<file path="config.mk">
export PLATFORM = sky130hd
export DESIGN_NAME = sync_fifo_param_flat
export DESIGN_NICKNAME = d
export VERILOG_FILES = /design/src/rtl/fifo_pkg.sv /design/src/rtl/sync_fifo_param_if.sv /design/src/rtl/fifo_ram.sv /design/src/rtl/sync_fifo_param.sv /design/src/flat_wrapper.sv
export SDC_FILE = /design/constraint.sdc
export NUM_CORES = 1
export LEC_CHECK = 0
export ABC_AREA = 1
export BUFFER_PORTS_ARGS = -buffer_cell sky130_fd_sc_hd__buf_2
export CORE_MARGIN = 5
export CORE_UTILIZATION = 40
export DETAILED_ROUTE_END_ITERATION = 6
export SLEW_MARGIN = 20
export SYNTH_ARGS = -nofsm -noshare
export SYNTH_HDL_FRONTEND = slang
export SYNTH_SLANG_ARGS = --single-unit
</file>
<file path="constraint.sdc">
create_clock -name clk -period 3.25 [get_ports clk]
set_clock_uncertainty 0.05 [all_clocks]
set_input_delay 0.325 -clock clk [delete_from_list [all_inputs] [get_ports clk]]
set_output_delay 0.325 -clock clk [all_outputs]
set_load 0.01 [all_outputs]
</file>
<file path="src/rtl/fifo_pkg.sv">
// Shared types and elaboration helpers for the single-clock parametrised FIFO.
// Holds the read-mode enum, width derivations and parameter legality predicates.
package fifo_pkg;

  typedef enum logic {
    MODE_STD  = 1'b0,
    MODE_FWFT = 1'b1
  } fifo_mode_e;

  function automatic int clog2(input int value);
    int r;
    r = 0;
    while ((1 << r) < value) r++;
    return r;
  endfunction

  // Occupancy must represent 0..DEPTH inclusive, hence the extra state.
  function automatic int cnt_w(input int depth);
    return clog2(depth + 1);
  endfunction

  function automatic bit is_pow2(input int value);
    return (value > 0) && ((value & (value - 1)) == 0);
  endfunction

  function automatic bit depth_ok(input int depth);
    return is_pow2(depth) && (depth >= 4);
  endfunction

  function automatic bit afull_ok(input int depth, input int thresh);
    return (thresh >= 1) && (thresh <= depth);
  endfunction

  function automatic bit aempty_ok(input int depth, input int thresh);
    return (thresh >= 0) && (thresh <= depth - 1);
  endfunction

endpackage

</file>
<file path="src/rtl/sync_fifo_param_if.sv">
// Handshake bundle between a FIFO producer/consumer (master) and the FIFO (slave).
// Carries write data/request, read request, read data and all status flags.
interface sync_fifo_param_if
  import fifo_pkg::*;
#(
  parameter int WIDTH = 18,
  parameter int DEPTH = 16
);

  localparam int CW = cnt_w(DEPTH);

  logic [WIDTH-1:0] din;
  logic             wr_en;
  logic             full;
  logic             almost_full;
  logic             rd_en;
  logic [WIDTH-1:0] dout;
  logic             valid;
  logic             empty;
  logic             almost_empty;
  logic [CW-1:0]    count;
  logic             overflow;
  logic             underflow;

  modport master (
    output din, wr_en, rd_en,
    input  full, almost_full, dout, valid, empty, almost_empty, count,
           overflow, underflow
  );

  modport slave (
    input  din, wr_en, rd_en,
    output full, almost_full, dout, valid, empty, almost_empty, count,
           overflow, underflow
  );

endinterface

</file>
<file path="src/rtl/fifo_ram.sv">
// WIDTH x DEPTH storage: one synchronous write port, one asynchronous read port.
// Intended to map onto distributed RAM; contents are deliberately never reset.
module fifo_ram
  import fifo_pkg::*;
#(
  parameter int WIDTH = 18,
  parameter int DEPTH = 16,
  localparam int AW   = clog2(DEPTH)
) (
  input  logic             clk,
  input  logic             we_i,
  input  logic [AW-1:0]    waddr_i,
  input  logic [WIDTH-1:0] wdata_i,
  input  logic [AW-1:0]    raddr_i,
  output logic [WIDTH-1:0] rdata_o
);

  logic [WIDTH-1:0] mem_q [DEPTH];

  always_ff @(posedge clk) begin
    if (we_i) begin
      mem_q[waddr_i] <= wdata_i;
    end
  end

  assign rdata_o = mem_q[raddr_i];

endmodule

</file>
<file path="src/rtl/sync_fifo_param.sv">
// Single-clock FIFO with selectable standard or first-word-fall-through read,
// occupancy count, almost-full/empty thresholds and overflow/underflow pulses.
module sync_fifo_param
  import fifo_pkg::*;
#(
  parameter int WIDTH         = 18,
  parameter int DEPTH         = 16,
  parameter int AFULL_THRESH  = DEPTH - 2,
  parameter int AEMPTY_THRESH = 2,
  parameter int FWFT          = 0
) (
  input logic             clk,
  input logic             rst,
  sync_fifo_param_if.slave bus
);

  localparam int         AW   = clog2(DEPTH);
  localparam int         CW   = cnt_w(DEPTH);
  localparam fifo_mode_e MODE = (FWFT != 0) ? MODE_FWFT : MODE_STD;

  if (!depth_ok(DEPTH)) begin : g_bad_depth
    $error("sync_fifo_param: DEPTH=%0d must be a power of 2 and >= 4", DEPTH);
  end
  if (!afull_ok(DEPTH, AFULL_THRESH)) begin : g_bad_afull
    $error("sync_fifo_param: AFULL_THRESH=%0d out of range 1..DEPTH", AFULL_THRESH);
  end
  if (!aempty_ok(DEPTH, AEMPTY_THRESH)) begin : g_bad_aempty
    $error("sync_fifo_param: AEMPTY_THRESH=%0d out of range 0..DEPTH-1", AEMPTY_THRESH);
  end

  logic [AW-1:0]    wptr_q, wptr_d;
  logic [AW-1:0]    rptr_q, rptr_d;
  logic [CW-1:0]    count_q, count_d;
  logic             ovf_q, ovf_d;
  logic             udf_q, udf_d;
  logic             full, empty;
  logic             wr_acc, rd_acc;
  logic [WIDTH-1:0] ram_rdata;

  assign full  = (count_q == CW'(DEPTH));
  assign empty = (count_q == '0);

  // In FWFT mode valid is exactly ~empty, so one accept term serves both modes.
  assign wr_acc = bus.wr_en & ~full;
  assign rd_acc = bus.rd_en & ~empty;

  always_comb begin
    wptr_d  = wptr_q;
    rptr_d  = rptr_q;
    count_d = count_q;
    ovf_d   = bus.wr_en & full;
    udf_d   = bus.rd_en & ~rd_acc;
    if (wr_acc) begin
      wptr_d = wptr_q + AW'(1);
    end
    if (rd_acc) begin
      rptr_d = rptr_q + AW'(1);
    end
    case ({wr_acc, rd_acc})
      2'b10:   count_d = count_q + CW'(1);
      2'b01:   count_d = count_q - CW'(1);
      default: count_d = count_q;
    endcase
  end

  always_ff @(posedge clk or posedge rst) begin
    if (rst) begin
      wptr_q  <= '0;
      rptr_q  <= '0;
      count_q <= '0;
      ovf_q   <= 1'b0;
      udf_q   <= 1'b0;
    end else begin
      wptr_q  <= wptr_d;
      rptr_q  <= rptr_d;
      count_q <= count_d;
      ovf_q   <= ovf_d;
      udf_q   <= udf_d;
    end
  end

  fifo_ram #(
    .WIDTH (WIDTH),
    .DEPTH (DEPTH)
  ) u_ram (
    .clk     (clk),
    .we_i    (wr_acc),
    .waddr_i (wptr_q),
    .wdata_i (bus.din),
    .raddr_i (rptr_q),
    .rdata_o (ram_rdata)
  );

  if (MODE == MODE_STD) begin : g_std
    logic [WIDTH-1:0] dout_q;
    logic             valid_q;

    // Output register gives one-cycle latency; dout holds between reads.
    always_ff @(posedge clk or posedge rst) begin
      if (rst) begin
        dout_q  <= '0;
        valid_q <= 1'b0;
      end else begin
        valid_q <= rd_acc;
        if (rd_acc) begin
          dout_q <= ram_rdata;
        end
      end
    end

    assign bus.dout  = dout_q;
    assign bus.valid = valid_q;
  end else begin : g_fwft
    assign bus.dout  = empty ? '0 : ram_rdata;
    assign bus.valid = ~empty;
  end

  assign bus.full         = full;
  assign bus.empty        = empty;
  assign bus.almost_full  = (count_q >= CW'(AFULL_THRESH));
  assign bus.almost_empty = (count_q <= CW'(AEMPTY_THRESH));
  assign bus.count        = count_q;
  assign bus.overflow     = ovf_q;
  assign bus.underflow    = udf_q;

endmodule

</file>
<file path="src/flat_wrapper.sv">
// flat-port wrapper written by rule: the top's interface ports become plain ports
module sync_fifo_param_flat import fifo_pkg::*;
#(
  parameter int WIDTH         = 18,
  parameter int DEPTH         = 16,
  parameter int AFULL_THRESH  = DEPTH - 2,
  parameter int AEMPTY_THRESH = 2,
  parameter int FWFT          = 0
)
  (clk, rst, bus_din, bus_wr_en, bus_rd_en, bus_full, bus_almost_full, bus_dout, bus_valid, bus_empty, bus_almost_empty, bus_count, bus_overflow, bus_underflow);
  sync_fifo_param_if #(.WIDTH(WIDTH), .DEPTH(DEPTH)) bus_i ();
  input logic clk;
  input logic rst;
  input wire logic [$bits(bus_i.din)-1:0] bus_din;
  input wire logic [$bits(bus_i.wr_en)-1:0] bus_wr_en;
  input wire logic [$bits(bus_i.rd_en)-1:0] bus_rd_en;
  output wire logic [$bits(bus_i.full)-1:0] bus_full;
  output wire logic [$bits(bus_i.almost_full)-1:0] bus_almost_full;
  output wire logic [$bits(bus_i.dout)-1:0] bus_dout;
  output wire logic [$bits(bus_i.valid)-1:0] bus_valid;
  output wire logic [$bits(bus_i.empty)-1:0] bus_empty;
  output wire logic [$bits(bus_i.almost_empty)-1:0] bus_almost_empty;
  output wire logic [$bits(bus_i.count)-1:0] bus_count;
  output wire logic [$bits(bus_i.overflow)-1:0] bus_overflow;
  output wire logic [$bits(bus_i.underflow)-1:0] bus_underflow;
  assign bus_i.din = bus_din;
  assign bus_i.wr_en = bus_wr_en;
  assign bus_i.rd_en = bus_rd_en;
  assign bus_full = bus_i.full;
  assign bus_almost_full = bus_i.almost_full;
  assign bus_dout = bus_i.dout;
  assign bus_valid = bus_i.valid;
  assign bus_empty = bus_i.empty;
  assign bus_almost_empty = bus_i.almost_empty;
  assign bus_count = bus_i.count;
  assign bus_overflow = bus_i.overflow;
  assign bus_underflow = bus_i.underflow;
  sync_fifo_param #(.WIDTH(WIDTH), .DEPTH(DEPTH), .AFULL_THRESH(AFULL_THRESH), .AEMPTY_THRESH(AEMPTY_THRESH), .FWFT(FWFT)) u_core (.clk(clk), .rst(rst), .bus(bus_i));
endmodule
</file>
==> run_results.csv <==
group,metric,value,unit
sta,post-route-min-period,2.56,ns
global_routing,grt_max_degree,122,
setup_path,crit_arrival,2.91,ns
global_routing,overflow,0,
routing,vias,9317,
finish,area_delta_synth_final,15.8,%
global_routing,grt_pass1_wl,53.2,mm
logic_synthesis,synth_area_per_cell,10.2,sq um
place,place_ws,0.685,ns
routing,first_pass_iters,5,
logic_synthesis,synth_area,13900,sq um
setup_path,start_kind,"flop",
status,status,"finished clean",
place,dpl.hpwl,19.7,mm
clock_network,insertion_delay,0.50,ns
logic_synthesis,synth.yosys.seq_area_share,68.2,%
logic_synthesis,synth_flop_cell,"edfxtp_1",
setup_path,rr_startpoint,"u_core.bus.count[2]",
clock_network,cts_buffers,36,
clock_network,cts_resized,0,
power_and_ir_drop,power.density,885,nW/um^2
floorplanning,rows,68,
sta,whs,0.154,ns
clock_network,cts.path.max_buffers,3,
floorplanning,die_h,197,um
sta,finalCritPeriodShare,78.9,%
sta,slew_headroom,31.2,%
setup_path,path_max_fanout,8,
clock_network,cts-htree-levels,2,
global_routing,grt_antenna_before_repair,3,
logic_synthesis,yosysTopAreaCellShare,62.1,%
sta,hold_violations,0,
global_routing,grt_usage,17.6,%
place,io_buffer_count,51,
logic_synthesis,ys_types,21,
clock_network,clockRootBuffer,"clkbuf_16",
floorplanning,die_width,197,um
logic_synthesis,synthCells,1367,
logic_synthesis,yosys_warnings,0,
logic_synthesis,ys_seq_elements,322,
finish,antenna_cells,0,
global_routing,grt_pass1_vias,9143,
routing,routedWlPerCell,17.8,um
worst_hold_path,hp-class,"primary input to flop",
sta,rsz0062_at_grt,"no",
sta,worstMarginPinSlew,1.03,ns
power_and_ir_drop,leakage,7.14,nW
routing,drtIter0Drc,824,
setup_path,critPathLaunch,"u_core.bus.count[2]",
logic_synthesis,synth-edff-count,288,
sta,max_freq,390,MHz
routing,drt_wl_total,34.1,mm
floorplanning,start_util,40.4,%
routing,avgViaCountPerCell,4.87,
finish,drive_gt1_share,10.9,%
finish,fin_nets,1464,
logic_synthesis,yosys.area.top_type,"edfxtp_1",
floorplanning,top_level_ports,52,
routing,drc,0,
run,cap_violations,0,
setup_path,end_kind,"flop",
place,routabilityCongestion,0.843,
clock_network,cts_tree,"yes",
floorplanning,design.die.area,38600,sq um
sta,slew_violations,0,
setup_path,required,3.60,ns
routing,ant_nets,0,
sta,setup_viol,0,
logic_synthesis,postSynth.asyncResetShare,10.6,%
clock_network,clkTransAtPathRegs,0.06,ns
logic_synthesis,synth_area_leaders,"edfxtp_1 62%, nand2_1 13%, nand3_1 8.1%",
power_and_ir_drop,totalPowerFinal,0.0143,W
logic_synthesis,synth_fp_nets,1397,
clock_network,clock-sinks,322,
floorplanning,core-area,34500,sq um
setup_path,crit_type,"flop to flop",
logic_synthesis,synth.most_common_cell,"nand2_1",
logic_synthesis,synth_commonest_cells,"466 x nand2_1, 288 x edfxtp_1, 242 x inv_1",
sta,fin_tns_setup,0,ns
sta,setup_ws,0.686,ns
power_and_ir_drop,ir_drop,0.548,mV
worst_hold_path,hp-start,"bus_din[5]",
-- critical path, cell delays in order, from the launching register on --
cell     delay (ns)
dfrtp_1        0.43
nor2_1         0.23
nand4_1        0.19
nand2_1        0.33
ha_1           0.35
xor2_1         0.22
ha_1           0.18
inv_1          0.04
nand2_1        0.09
nand3_1        0.11
nand3_1        0.08
nand2_1        0.05
nand2_1        0.05
nand2_1        0.05
-- cells in the final DEF (no fill, tap or decap), types with 2 or more instances in the layout --
cell type        n
buf_12           7
buf_2           51
buf_4           29
bufinv_16        7
clkbuf_1         5
clkbuf_16       37
clkbuf_8         2
clkinv_1         7
clkinv_2         5
dfrtp_1         32
dlygate4sd3_1    3
edfxtp_1       288
ha_1             8
inv_1          242
inv_2            2
nand2_1        466
nand3_1        224
nand4_1          2
nor2_1           5
nor2_2          14
nor3_2           2
o21ai_0          5
xnor2_1          2
xor2_1           8
-- layout make-up --
| type | count | area (sq um) |
|---|---|---|
| Clock buffer | 44 | 972 |
| Inverter | 245 | 922 |
| Sequential cell | 322 | 9500 |
| Fill cell | 3200 | 18300 |
| Multi-Input combinational cell | 739 | 3240 |
| Clock inverter | 19 | 262 |
| Tap cell | 455 | 569 |
| Timing Repair Buffer | 90 | 643 |
-- repair_timing --
item | in CTS | in global routing
endpoints found under the hold margin | 19 | 0
hold buffers | 3 | 0
setup buffers | 0 | 0
endpoints found under the setup margin | 0 | 0
-- registers in the layout (all words and copies together) (netlist names) --
name                  cells
u_core.u_ram.mem_q      288
u_core.wptr_q             4
u_core.rptr_q             4
u_core.bus.underflow      1
u_core.bus.dout          18
u_core.bus.count          5
u_core.bus.valid          1
u_core.bus.overflow       1
-- cells by family after synthesis --
logic type | count (synthesis) | synth area share, %
XOR/XNOR | 10 | 0.629
adder cells (fa/ha/maj) | 8 | 0.719
AO/OA/AOI/OAI | 8 | 0.342
AND/OR/NAND/NOR | 713 | 21.3
flip-flops | 322 | 68.2
buffers and inverters | 306 | 8.77
-- where the power goes --
group          leakage [nW]  switching, W  total (W)  internal [W]
sequential             3.02      0.000280    0.00538       0.00510
clock                 0.606       0.00156    0.00423       0.00267
combinational          3.51       0.00326    0.00465       0.00140
total                  7.14       0.00509     0.0143       0.00916
-- stage by stage --
| stage | instance area, sq um | utilization [%] | std cells |
|---|---|---|---|
| floorplan | 13900 | - | 1367 |
| global placement | 14900 | 43.1 | 1848 |
| detailed placement | 14900 | 43.1 | 1848 |
| CTS | 16100 | 46.8 | 1914 |
| global route | 16100 | 46.8 | 1914 |
| finish | 16100 | 46.8 | 1914 |
-- metal layers --
| metal | track usage (%) | part of all wire (%) |
|---|---|---|
| met2 | 29.1 | 48 |
| met5 | 0 | 0.062 |
| met3 | 2.84 | 5.4 |
| met4 | 4.86 | 2.4 |
| met1 | 24.3 | 44 |
-- final timing paths --
path,endpoint,slack (ns),cells past startpoint
max in group asynchronous,u_core.bus.dout[7],1.96,4
setup reg to reg,u_core.bus.count[4],0.69,13
hold / removal,u_core.u_ram.mem_q[0][5],0.15,1
min in group asynchronous,u_core.bus.count[2],0.50,3
hold reg to reg,u_core.bus.dout[0],0.42,2
setup / recovery,u_core.bus.count[4],0.69,13
Note: power is estimated with default switching activity, not from simulation.
